<file path="config.mk">
export PLATFORM = sky130hd
export DESIGN_NAME = div_ctrl
export DESIGN_NICKNAME = d
export VERILOG_FILES = /design/src/rtl/div_ctrl.sv
export SDC_FILE = /design/constraint.sdc
export NUM_CORES = 1
export LEC_CHECK = 0
export ABC_CLOCK_PERIOD_IN_PS = 1800
export BUFFER_PORTS_ARGS = -buffer_cell sky130_fd_sc_hd__buf_2
export CELL_PAD_IN_SITES_DETAIL_PLACEMENT = 1
export CELL_PAD_IN_SITES_GLOBAL_PLACEMENT = 2
export CORE_AREA = 2 2 71 73
export DETAILED_ROUTE_END_ITERATION = 10
export DIE_AREA = 0 0 73 75
export PLACE_DENSITY = 0.76
export REMOVE_ABC_BUFFERS = 1
export SETUP_SLACK_MARGIN = 0.5
export SLEW_MARGIN = 20
export SYNTH_ARGS = -nofsm -noshare
export SYNTH_HDL_FRONTEND = slang
export SYNTH_SLANG_ARGS = --single-unit
export TNS_END_PERCENT = 100
</file>
<file path="constraint.sdc">
create_clock -name clk -period 1.8 [get_ports clk]
set_input_delay 0.27 -clock clk [delete_from_list [all_inputs] [get_ports clk]]
set_output_delay 0.27 -clock clk [all_outputs]
set_load 0.005 [all_outputs]
</file>
<file path="src/rtl/div_ctrl.sv">
// Sequencing controller for the 16-bit repeated-subtraction divider.
// Ports: clk, rst (async active-low), btn, s[1:0] in; datapath strobes/selects, busy/done/err, quot out.
module div_ctrl #(
  parameter int QW = 16
) (
  input  logic          clk,
  input  logic          rst,
  input  logic          btn,
  input  logic [1:0]    s,
  output logic          remld,
  output logic          divld,
  output logic          resld,
  output logic          nbuf,
  output logic          rembuf,
  output logic [1:0]    zc,
  output logic [1:0]    sc,
  output logic          busy,
  output logic          done,
  output logic          err,
  output logic [QW-1:0] quot
);

  typedef enum logic [3:0] {
    IDLE,
    LOAD_N,
    ARM_D,
    LOAD_D,
    ZCHK,
    CMP,
    SUB,
    FIN,
    DONE,
    ERR
  } state_e;

  state_e state_q, state_d;
  logic   btn_q;
  logic   rise;

  logic          remld_q, remld_d;
  logic          divld_q, divld_d;
  logic          resld_q, resld_d;
  logic          nbuf_q, nbuf_d;
  logic          rembuf_q, rembuf_d;
  logic [1:0]    zc_q, zc_d;
  logic [1:0]    sc_q, sc_d;
  logic          busy_q, busy_d;
  logic          done_q, done_d;
  logic          err_q, err_d;
  logic [QW-1:0] quot_q, quot_d;

  assign rise = btn & ~btn_q;

  always_comb begin
    state_d = state_q;
    unique case (state_q)
      IDLE:    if (rise) state_d = LOAD_N;
      LOAD_N:  state_d = ARM_D;
      ARM_D:   if (rise) state_d = LOAD_D;
      LOAD_D:  state_d = ZCHK;
      ZCHK:    state_d = s[0] ? ERR : CMP;
      CMP:     state_d = s[1] ? FIN : SUB;
      SUB:     state_d = CMP;
      FIN:     state_d = DONE;
      DONE:    if (rise) state_d = IDLE;
      ERR:     if (rise) state_d = IDLE;
      default: state_d = IDLE;
    endcase
  end

  always_comb begin
    quot_d = quot_q;
    unique case (state_q)
      LOAD_D:  quot_d = '0;
      SUB:     quot_d = quot_q + QW'(1);
      default: quot_d = quot_q;
    endcase
  end

  // Outputs are decoded from the next state and registered
  // alongside it, so they are pure functions of state_q.
  always_comb begin
    remld_d  = 1'b0;
    divld_d  = 1'b0;
    resld_d  = 1'b0;
    nbuf_d   = 1'b0;
    rembuf_d = 1'b0;
    zc_d     = 2'b00;
    sc_d     = 2'b00;
    busy_d   = 1'b1;
    done_d   = 1'b0;
    err_d    = 1'b0;
    unique case (state_d)
      IDLE: busy_d = 1'b0;
      LOAD_N: begin
        remld_d = 1'b1;
        nbuf_d  = 1'b1;
      end
      ARM_D: ;
      LOAD_D: divld_d = 1'b1;
      ZCHK: begin
        zc_d = 2'b10;
        sc_d = 2'b01;
      end
      CMP: begin
        rembuf_d = 1'b1;
        zc_d     = 2'b01;
        sc_d     = 2'b01;
      end
      SUB: begin
        rembuf_d = 1'b1;
        zc_d     = 2'b01;
        remld_d  = 1'b1;
      end
      FIN: resld_d = 1'b1;
      DONE: begin
        busy_d = 1'b0;
        done_d = 1'b1;
      end
      ERR: begin
        busy_d = 1'b0;
        err_d  = 1'b1;
      end
      default: busy_d = 1'b0;
    endcase
  end

  // btn_q resets high so a button held through reset is not a press.
  always_ff @(posedge clk or negedge rst) begin
    if (!rst) begin
      state_q  <= IDLE;
      btn_q    <= 1'b1;
      quot_q   <= '0;
      remld_q  <= 1'b0;
      divld_q  <= 1'b0;
      resld_q  <= 1'b0;
      nbuf_q   <= 1'b0;
      rembuf_q <= 1'b0;
      zc_q     <= 2'b00;
      sc_q     <= 2'b00;
      busy_q   <= 1'b0;
      done_q   <= 1'b0;
      err_q    <= 1'b0;
    end else begin
      state_q  <= state_d;
      btn_q    <= btn;
      quot_q   <= quot_d;
      remld_q  <= remld_d;
      divld_q  <= divld_d;
      resld_q  <= resld_d;
      nbuf_q   <= nbuf_d;
      rembuf_q <= rembuf_d;
      zc_q     <= zc_d;
      sc_q     <= sc_d;
      busy_q   <= busy_d;
      done_q   <= done_d;
      err_q    <= err_d;
    end
  end

  assign remld  = remld_q;
  assign divld  = divld_q;
  assign resld  = resld_q;
  assign nbuf   = nbuf_q;
  assign rembuf = rembuf_q;
  assign zc     = zc_q;
  assign sc     = sc_q;
  assign busy   = busy_q;
  assign done   = done_q;
  assign err    = err_q;
  assign quot   = quot_q;

endmodule

</file>
==> impl_metrics.csv <==
group,metric,value,unit
logic_synthesis,synth_seq_cells,31,
placement,io_buffers,31,
timing,finalHoldViolCount,0,
flow_run,drv_cap,0,
finish,num-fill-cells,515,
logic_synthesis,avgSynthCellArea,10.90,um^2
placement,dp_cells,217,
pwr,power_density,1208,nW/um^2
timing,fin_setup_tns,0,ns
pwr,p_clk_share,20.3,%
cts,clock_sinks,31,
finish,nNetsFinal,203,
pwr,ir_worst_vdd,553.2,uV
critical_path,worst_setup_path_start_kind,"flop",
critical_path,crit_arrival,1.59,ns
timing,period_minus_slack,1.427,ns
placement,gp_congestion,0.8124,
finish,layout_commonest_cell,"buf_2",
timing,report.final.slew_viol_count,0,
critical_path,path_max_fanout,7,
pwr,comb_power_share,44.2,%
logic_synthesis,yosysTopAreaCellShare,50.29,%
drt,drc,0,
drt,drtIter0Drc,39,
pwr,p_seq_share,35.5,%
pwr,leakage,1.086,nW
cts,cts_buffers,5,
critical_path,critical_path_class,"flop to flop",
pwr,power.total,0.002608,W
logic_synthesis,syn-instance-count,137,
run_status,outcome,"complete, no violations",
critical_path,r2r_cells,4,
finish,drive_gt1_share,54.04,%
timing,rsz0062_at_grt,"true",
global_routing,grt_pass1_vias,1182,
critical_path,critical_path_required,1.96,ns
drt,vias,1311,
timing,finalWorstSetupSlack,0.3730,ns
logic_synthesis,synth_area_leader_cell,"dfrtp_1",
pwr,switching_share,34.21,%
logic_synthesis,seq_area_frac_synth,52.05,%
cts,clockBufferDepth,2,
critical_path,r2r_slack,0.37,ns
finish,stdcell_count,252,
drt,routed_wl,4205,um
critical_path,reg2reg_from,"state_q[3]",
cts,insertion_delay,0.29,ns
floorplan,num_rows,25,
critical_path,end_kind,"flop",
min_path,hold_path.class,"input pin to async pin",
floorplan,die_x,73,um
global_routing,gr-total-overflow,0,
placement,pre_cts_ws,0.2021,ns
timing,max_freq,0.7008,GHz
finish,diodes,0,
placement,hpwl,2442,um
finish,layout_common_cells,"buf_2 (31), buf_4 (24), dfrtp_1 (22), nand4_1 (9)",
pwr,intPower,0.001716,W
critical_path,reg2reg_to,"quot[7]",
floorplan,dieArea,5475,um^2
cts,clockRootBuffer,"clkbuf_8",
global_routing,grt.total_usage,14.37,%
critical_path,startpoint,"state_q[3]",
timing,tightestPinTransition,0.7002,ns
floorplan,pin_count,33,
drt,drtPass1Iterations,4,
cts,cts_tree,"built",
floorplan,die_h,75,um
drt,drt-vias-per-instance,5.202,
timing,fin_skew,0.007729,ns
timing,setup_viol,0,
drt,post_drt_wl_per_cell,16.69,um
floorplan,floorplan.initialDensity,32.03,%
timing,slew_headroom,53.32,%
cts,hold_buffers,0,
finish,area_growth,44.59,%
logic_synthesis,yosysWarnings,0,
timing,period_share,79.28,%
cts,htreeDepth,2,
cts,clk_pin_slew,0.07,ns
global_routing,grt_max_degree,32,
global_routing,antenna_found_initial,0,
logic_synthesis,ys_types,46,
logic_synthesis,synth_area,1493,um^2
logic_synthesis,synthTopCellsByArea,"dfrtp_1 (50%), mux2i_1 (5.4%), nand4_1 (3.8%)",
floorplan,core_area,4661,um^2
pwr,p_switching,0.0008922,W
global_routing,grt_pass1_wl,5858,um
drt,drtAntennaViolNets,0,
[logic make-up after synthesis]
| group | share of synthesized area, % |
|---|---|
| simple gates | 24.06 |
| other cells | 0.2512 |
| fa+ha+maj | 0.8381 |
| mux | 5.365 |
| compound gates | 11.74 |
| buf+inv | 5.112 |
| flops | 52.05 |
| xor+xnor | 0.5869 |
[power groups by stage]
stage / combinational, W / clock (W) / sequential (W)
final: 0.00115 / 0.000530 / 0.000927
after floorplan: 0.000337 / 0 / 0.000965
after detailed placement: 0.000639 / 0 / 0.000936
after global routing: 0.00124 / 0.000568 / 0.000945
after global placement: 0.000630 / 0 / 0.000932
after CTS: 0.000882 / 0.000541 / 0.000914
[area by class of cell]
class	count	area [um^2]	share of cell area, %
inverters	4	17.52	0.8116
clock buffers	8	80.08	3.710
well taps	54	67.56	3.130
flip-flops and latches	31	787.0	36.46
multi-input cells	93	774.5	35.88
repair buffers	62	431.7	20.00
[Yosys cell counts (all sizes together)]
cell type / instances
a211o: 1
a21o: 1
a21oi: 2
a22o: 1
a31oi: 3
a41oi: 1
and2: 4
and3: 5
and4: 1
and4bb: 1
buf: 8
clkbuf: 1
conb: 1
dfrtp: 30
dfstp: 1
ha: 1
inv: 4
mux2i: 8
nand2: 12
nand2b: 3
nand3: 6
nand3b: 1
nand4: 9
nand4bb: 1
nor2: 4
nor2b: 2
nor3b: 1
nor4: 2
nor4b: 1
nor4bb: 1
o211ai: 3
o21ai: 7
o21ba: 1
o21bai: 1
o22ai: 1
o31ai: 3
o32ai: 1
or2: 1
or3: 1
xor2: 1
[worst max-delay path, cell delays in order, from the launching register on]
cell and delay (ns):
dfrtp_1 0.42, nand4bb_4 0.30, or2_4 0.31, o211ai_1 0.18, o31ai_1 0.10
[what timing repair did]
| action | 4_1_cts | 5_1_grt |
|---|---|---|
| cloned | 0 | 1 |
| hold endpoints to repair | 0 | 0 |
| pin swaps | 17 | 8 |
| setup endpoints to repair | 25 | 25 |
| resized for setup | 22 | 26 |
| buffers inserted | 12 | 14 |
[worst max-delay path by stage]
stage | slack [ns] | endpoint | cells after the start
after floorplan | 0.29 | quot[2] | 6
after global placement | 0.27 | quot[15] | 4
after detailed placement | 0.20 | quot[10] | 4
after CTS | 0.37 | quot[15] | 4
after global routing | 0.30 | quot[9] | 4
final | 0.37 | quot[7] | 4
[flip-flops by register name (all words and copies together), names as in the netlist]
| name | count |
|---|---|
| btn_q | 1 |
| busy | 1 |
| divld | 1 |
| done | 1 |
| err | 1 |
| nbuf | 1 |
| quot | 16 |
| remld | 1 |
| resld | 1 |
| sc | 1 |
| state_q | 4 |
| zc | 2 |
[stage by stage]
step           util (%)  instance area [um^2]  hold slack (ns)
6_report          46.31                  2158          0.02757
5_1_grt           46.31                  2158          0.08178
4_1_cts           41.50                  1934          0.05493
3_5_place_dp      36.13                  1684           0.3639
3_3_place_gp      36.13                  1684           0.3507
2_1_floorplan         -                  1431         -0.02559
[metal layers]
metal  part of all wire (%)  global-route usage [%]  routed length, um
met1                     42                   18.19               1766
met2                     52                   23.62               2196
met3                    3.7                   3.347                154
met4                    2.1                   6.173                 88
met5                      0                       0                  0
No activity file was read; power rests on OpenSTA's default activity.
